--- config.mk ---
export PLATFORM = sky130hd
export DESIGN_NAME = ram_64x8
export DESIGN_NICKNAME = d
export VERILOG_FILES = /design/src/rtl/ram_64x8.sv
export SDC_FILE = /design/constraint.sdc
export NUM_CORES = 1
export LEC_CHECK = 0
export BUFFER_PORTS_ARGS = -buffer_cell sky130_fd_sc_hd__clkbuf_2
export CAP_MARGIN = 20
export CORE_MARGIN = 1.5
export CORE_UTILIZATION = 45
export DETAILED_ROUTE_END_ITERATION = 16
export SYNTH_ARGS = -nofsm -noshare
export SYNTH_HDL_FRONTEND = slang
export SYNTH_SLANG_ARGS = --single-unit
--- constraint.sdc ---
create_clock -name clk -period 2.8 [get_ports clk]
set_clock_uncertainty 0.15 [all_clocks]
set_input_delay 0.56 -clock clk [delete_from_list [all_inputs] [get_ports clk]]
set_output_delay 0.56 -clock clk [all_outputs]
set_load 0.03 [all_outputs]
--- src/rtl/ram_64x8.sv ---
// rtl/ram_64x8.sv - 64x8 single-port RAM with registered read and reset-loaded image
// Reset reloads every word with a*4 and clears dout; reads are read-first, one-cycle latency.
module ram_64x8 #(
  parameter int DATA_W = 8,
  parameter int ADDR_W = 6,
  parameter int DEPTH  = 64
) (
  input  logic              clk,
  input  logic              rst_n,
  input  logic              wr,
  input  logic [ADDR_W-1:0] address,
  input  logic [DATA_W-1:0] din,
  output logic [DATA_W-1:0] dout
);

  logic [DATA_W-1:0] mem [DEPTH];

  // Storage is held as registers so the whole image can be restored by reset.
  always_ff @(posedge clk or negedge rst_n) begin
    if (!rst_n) begin
      dout <= '0;
      for (int a = 0; a < DEPTH; a++) begin
        mem[a] <= DATA_W'(a * 4);
      end
    end else begin
      if (wr) begin
        mem[address] <= din;
      end
      dout <= mem[address];
    end
  end

endmodule

# --- After elaboration in Yosys (flattened, before gate mapping) ---
# Cells that the tools add are included.
op_classes:
  magnitude_cmp: 2
  mux: 6
  bitwise_logic: 1
  n_reduce_logical: 1
ops:
  columns: ["op", "count"]
  rows:
  - ["$bwmux 512", 1]
  - ["$bmux 8 s6", 1]
  - ["$demux 8 s6", 1]
  - ["$mux 8", 3]
  - ["$ge 7x7->1 const B", 1]
  - ["$lt 7x1->1 const B", 1]
  - ["$not 6->7", 1]
  - ["$logic_and 1x1->1", 1]
totals:
  reg_bits: 520
  inputBits: 17
  out_inout_bits: 8

# --- Depth between registers and ports, before layout ---
logic_depth:
  word_depth: 6
  ltp_mapped: 10
  ltp_nobuf: 6

# --- Worst setup path after synthesis ---
# OpenSTA, ideal clock, no wires.
synth_timing:
  path_kind: "input -> register"
  startpoint: "input port address[1]"
  endpoint: "register dout[1]"
  setup_ns: 0.138
  arrival_ns: 2.074
  required_ns: 2.512
  slack_ns: 0.438
  cell_stages: 9
  n_path_buf: 3
  cell_sequence: "buf_6 -> and2_4 -> buf_6 -> buf_6 -> a221oi_2 -> nor2_1 -> a221oi_2 -> o22ai_1 -> or4_1"
synth_via:
  elab_chain_cells: 4
synth_lines:
  columns: ["item", "line_no", "rtl"]
  rows:
  - ["from (decl)", "11", "input logic [ADDR_W-1:0] address,"]
  - ["$not 6->7 (not written as such)", "29", "dout <= mem[address];"]
  - ["$bmux 8 s6", "29", null]
  - ["$mux 8 (not written as such) (2 in a row)", "29", null]
  - ["to (signal assigned)", "29", null]
  - ["to (decl)", "13", "output logic [DATA_W-1:0] dout"]
# Every way passes these cells. The select of a mux whose other input is x is not followed.
# A chain may end at the register's enable or synchronous reset.

# --- Final worst setup path ---
layout_timing:
  startpoint: "input port address[0]"
  endpoint: "register dout[6]"
# Same word-level chain as after synthesis.

==> flow_results.xml <==
<?xml version="1.0" encoding="UTF-8"?>
<metrics>
  <group name="status">
    <metric name="run_status" unit="">finished clean</metric>
  </group>
  <group name="detailed_routing">
    <metric name="ant_nets" unit="">0</metric>
    <metric name="maxUsedRoutingLayer" unit="">met5</metric>
    <metric name="via_count" unit="">16408</metric>
    <metric name="drt-vias-per-instance" unit="">6.11</metric>
    <metric name="dr.first_iter.drc_count" unit="">1176</metric>
    <metric name="met2RoutedLength" unit="mm">34.4</metric>
    <metric name="met3_length" unit="mm">4.91</metric>
    <metric name="drt-pass1-iter-count" unit="">5</metric>
    <metric name="wl" unit="mm">75.0</metric>
    <metric name="wl_per_cell" unit="um">27.9</metric>
    <metric name="wl_met1" unit="mm">32.6</metric>
    <metric name="drc" unit="">0</metric>
  </group>
  <group name="floorplanning">
    <metric name="chipWidth" unit="um">234</metric>
    <metric name="io-pin-count" unit="">25</metric>
    <metric name="core.rowCount" unit="">84</metric>
    <metric name="die_h" unit="um">234</metric>
    <metric name="floorplan.die_area" unit="um2">54800</metric>
    <metric name="floorplan.initialDensity" unit="%">45.6</metric>
    <metric name="placeableCoreArea" unit="um2">52700</metric>
  </group>
  <group name="synth">
    <metric name="ys_types" unit="">62</metric>
    <metric name="edff_count_synth" unit="">0</metric>
    <metric name="postSynthAreaPerCell" unit="um2">13.7</metric>
    <metric name="flip_flop_and_latch_count_after_synthesis" unit="">520</metric>
    <metric name="synthFlopType" unit="">sky130_fd_sc_hd__dfrtp_1</metric>
    <metric name="mappedNetlistArea" unit="um2">24000</metric>
    <metric name="mappedNetlistNets" unit="">1766</metric>
    <metric name="synth_async_sr_flop_share" unit="%">100</metric>
    <metric name="post_synth_inst_count" unit="">1749</metric>
    <metric name="synth-seq-area-share" unit="%">55.2</metric>
    <metric name="synth-warning-count" unit="">0</metric>
  </group>
  <group name="power">
    <metric name="switchingPower" unit="mW">4.88</metric>
    <metric name="netSwitchingFraction" unit="%">25.6</metric>
    <metric name="total_leakage_power" unit="nW">12.6</metric>
    <metric name="gate_power_share" unit="%">13.8</metric>
    <metric name="ir_worst_vdd" unit="uV">493</metric>
    <metric name="p_int" unit="mW">14.2</metric>
    <metric name="sequential_group_share_of_total_power" unit="%">48.8</metric>
    <metric name="power-per-cell-area" unit="nW/um2">663</metric>
    <metric name="share_clk_of_total_power" unit="%">37.4</metric>
  </group>
  <group name="timing">
    <metric name="final.min_clock_period" unit="ps">2530</metric>
    <metric name="final-setup-viol-count" unit="">0</metric>
    <metric name="fin_worst_setup_slack" unit="ps">266</metric>
    <metric name="rsz0062_at_grt" unit="">no</metric>
    <metric name="maxClockFrequency" unit="GHz">0.395</metric>
    <metric name="final_slew_violations" unit="">0</metric>
    <metric name="hold_viol_final" unit="">0</metric>
    <metric name="min_period_over_period" unit="%">90.5</metric>
    <metric name="max_slew_margin" unit="%">41.9</metric>
    <metric name="worst_hold_slack_after_final_layout" unit="ps">185</metric>
    <metric name="slew_of_the_pin_with_the_lowest_slew_margin" unit="ps">872</metric>
  </group>
  <group name="setup_path">
    <metric name="biggest_cell_delay_along_the_critical_path" unit="ps">400</metric>
    <metric name="path_cells" unit="">buf_4, nor2b_4, buf_12, buf_4, a22oi_1, o221ai_1, a21oi_1, o2111ai_1, or3_1</metric>
    <metric name="setup.worst_path.class" unit="">primary input to flip-flop</metric>
    <metric name="worstReg2RegStart" unit="">mem[81]$_DFFE_PN0P_</metric>
    <metric name="worstPathMaxFanout" unit="">18</metric>
    <metric name="reg2reg_setup_slack" unit="ps">590</metric>
    <metric name="worstRegToRegCells" unit="">5</metric>
    <metric name="required" unit="ps">3130</metric>
    <metric name="cp-start-kind" unit="">primary input</metric>
    <metric name="timing.critical_path.mode_cell" unit="">sky130_fd_sc_hd__buf_4</metric>
    <metric name="timing.critical_path.slowest_stage_cell" unit="">sky130_fd_sc_hd__or3_1</metric>
    <metric name="timing.rr.end" unit="">dout[1]$_DFF_PN0_</metric>
    <metric name="critical_path_buf_inv_count" unit="">3</metric>
    <metric name="worst-endpoint-arrival" unit="ps">2870</metric>
    <metric name="worst_setup_path_end_kind" unit="">flip-flop</metric>
    <metric name="cp_top_family" unit="">compound AO/OA/AOI/OAI gates</metric>
  </group>
  <group name="place">
    <metric name="dpl_ws" unit="ps">-281</metric>
    <metric name="detailedPlacementHpwl" unit="mm">50.2</metric>
    <metric name="placed_cell_area" unit="um2">27000</metric>
    <metric name="place.port_buffers" unit="">24</metric>
    <metric name="placed_cells" unit="">2583</metric>
    <metric name="routabilityCongestion" unit="">0.901</metric>
  </group>
  <group name="finish">
    <metric name="final_area" unit="um2">28800</metric>
    <metric name="area_growth" unit="%">19.8</metric>
    <metric name="final_cells" unit="">2686</metric>
    <metric name="number_of_nets_at_the_end_of_the_flow" unit="">1969</metric>
    <metric name="layout.core_utilization" unit="%">54.7</metric>
    <metric name="final_layout_size_suffix_gt1_share" unit="%">59.1</metric>
  </group>
  <group name="global_route">
    <metric name="first_pass_grt_wire_length" unit="mm">112</metric>
    <metric name="grt_max_degree" unit="">74</metric>
    <metric name="grtUsageTotal" unit="%">28.0</metric>
    <metric name="number_of_antenna_violations_at_the_first_check_in_global_routing" unit="">1</metric>
    <metric name="overflow" unit="">0</metric>
    <metric name="grt_pass1_vias" unit="">16902</metric>
  </group>
  <group name="worst_hold_path">
    <metric name="class_of_the_tightest_hold_or_removal_check" unit="">primary input to flip-flop</metric>
    <metric name="timing.hold.worst.start" unit="">din[6]</metric>
    <metric name="min_delay_path_depth" unit="">2</metric>
    <metric name="holdPathEnd" unit="">mem[510]$_DFFE_PN0P_</metric>
  </group>
  <group name="clock_tree">
    <metric name="clk_pin_slew" unit="ps">70</metric>
    <metric name="cts-root-to-sink-buffers" unit="">3</metric>
    <metric name="cts.repair.resized" unit="">0</metric>
    <metric name="clk-insertion-delay-late" unit="ps">610</metric>
    <metric name="tritoncts" unit="">built</metric>
    <metric name="root_buffer" unit="">sky130_fd_sc_hd__clkbuf_16</metric>
    <metric name="clock_tree.htree_level_count" unit="">2</metric>
    <metric name="cts_sinks" unit="">520</metric>
    <metric name="cts_made_buffers" unit="">54</metric>
  </group>
  <group name="run">
    <metric name="cap_viol_max_count" unit="">0</metric>
  </group>
</metrics>
==> state kept, by name (all words and copies together) (netlist names) <==
name  cells
dout      8
mem     512
==> placed cells by master (no fill, tap or decap), types with 27 or more instances in the layout <==
cell type and count:
sky130_fd_sc_hd__nor2_2 33, sky130_fd_sc_hd__dfstp_2 192, sky130_fd_sc_hd__a22oi_1 70, sky130_fd_sc_hd__a21oi_1 27, sky130_fd_sc_hd__a221oi_1 90, sky130_fd_sc_hd__mux2_2 514
sky130_fd_sc_hd__o21ai_0 36, sky130_fd_sc_hd__clkbuf_16 56, sky130_fd_sc_hd__nor2_1 36, sky130_fd_sc_hd__buf_4 221, sky130_fd_sc_hd__dfrtp_1 328, sky130_fd_sc_hd__buf_12 52
sky130_fd_sc_hd__nand2_1 27
==> power by group through the flow <==
stage | Combinational (mW) | Sequential (mW) | Clock [mW]
6_report | 2.63 | 9.31 | 7.14
3_5_place_dp | 2.62 | 9.43 | 0
4_1_cts | 2.63 | 9.31 | 7.26
3_3_place_gp | 2.55 | 9.38 | 0
5_1_grt | 2.81 | 9.43 | 7.57
2_1_floorplan | 1.60 | 9.26 | 0
==> stage by stage <==
stage	power (mW)	setup TNS, ps
after global placement	11.9	-20550
after global routing	19.8	0
after detailed placement	12.1	-24610
final	19.1	0
after floorplan	10.9	0
after CTS	19.2	0
==> synth_stat cells, types with 3 or more instances <==
master / instances / share of area, %
sky130_fd_sc_hd__mux4_2: 18 / 1.7
sky130_fd_sc_hd__o22ai_1: 23 / 0.60
sky130_fd_sc_hd__o221ai_1: 7 / 0.26
sky130_fd_sc_hd__buf_2: 39 / 0.81
sky130_fd_sc_hd__and3_1: 3 / 0.078
sky130_fd_sc_hd__a31oi_1: 7 / 0.18
sky130_fd_sc_hd__nor2_2: 35 / 0.91
sky130_fd_sc_hd__o32ai_1: 4 / 0.15
sky130_fd_sc_hd__mux2_1: 13 / 0.61
sky130_fd_sc_hd__dfrtp_1: 328 / 34
sky130_fd_sc_hd__or4_1: 3 / 0.094
sky130_fd_sc_hd__dfstp_2: 192 / 21
sky130_fd_sc_hd__and2_1: 3 / 0.078
sky130_fd_sc_hd__a221o_1: 10 / 0.42
sky130_fd_sc_hd__nand3_1: 8 / 0.17
sky130_fd_sc_hd__clkbuf_1: 81 / 1.3
sky130_fd_sc_hd__buf_4: 7 / 0.22
sky130_fd_sc_hd__a221oi_1: 90 / 3.3
sky130_fd_sc_hd__a221oi_2: 5 / 0.31
sky130_fd_sc_hd__buf_6: 10 / 0.47
sky130_fd_sc_hd__nand2_1: 27 / 0.42
sky130_fd_sc_hd__a21oi_1: 27 / 0.56
sky130_fd_sc_hd__o31ai_1: 4 / 0.13
sky130_fd_sc_hd__nor2_1: 36 / 0.56
sky130_fd_sc_hd__or3_1: 11 / 0.29
sky130_fd_sc_hd__o21ai_0: 36 / 0.75
sky130_fd_sc_hd__buf_1: 11 / 0.17
sky130_fd_sc_hd__a22oi_1: 70 / 2.2
sky130_fd_sc_hd__a22o_1: 8 / 0.29
sky130_fd_sc_hd__o211ai_1: 4 / 0.13
sky130_fd_sc_hd__nor3_1: 20 / 0.42
sky130_fd_sc_hd__nand2_2: 25 / 0.65
sky130_fd_sc_hd__mux2_2: 514 / 24
sky130_fd_sc_hd__inv_2: 3 / 0.047
sky130_fd_sc_hd__nand3_2: 3 / 0.13
sky130_fd_sc_hd__nor2b_1: 6 / 0.16
sky130_fd_sc_hd__mux2i_1: 26 / 1.1
==> metal layers <==
| metal | vias to the layer above | track usage (%) |
|---|---|---|
| met5 | - | 0 |
| met4 | 2 | 11.4 |
| met3 | 149 | 5.48 |
| met2 | 527 | 43.2 |
| met1 | 8711 | 38.8 |
| li1 | 7019 | - |
==> worst max path at each step <==
stage	startpoint	endpoint	slack (ps)	cells past startpoint
after floorplan	address[1]	dout[1]$_DFF_PN0_	440	9
after global placement	address[0]	dout[6]$_DFF_PN0_	-250	9
after detailed placement	address[0]	dout[6]$_DFF_PN0_	-280	9
after CTS	address[0]	dout[6]$_DFF_PN0_	340	9
after global routing	address[0]	dout[6]$_DFF_PN0_	230	9
final	address[0]	dout[6]$_DFF_PN0_	270	9
==> final cells by class <==
type	instances	area, um2
diodes	1	2.50
repair buffers	295	2830
clock inverters	13	100
fillers	4297	23900
well taps	688	861
clock buffers	88	1640
flip-flops and latches	520	13300
multi-input cells	1075	10100
inverters	6	22.5
==> timing repair <==
item	CTS	global route
buffers inserted	0	0
endpoints found under the hold margin	25	0
hold buffers	1	0
==> kinds of logic (layout without fill, tap and decap cells) <==
family / count (synthesis) / after routing / share of synthesized area (%)
and+or+nand+nor: 192 / 192 / 4.47
muxes: 571 / 571 / 27.5
other: 0 / 1 / 0
AOI/OAI and AO/OA: 312 / 312 / 9.84
buffers and inverters: 154 / 402 / 3.03
DFF: 520 / 520 / 55.2
Note: power is estimated with default switching activity, not from simulation.
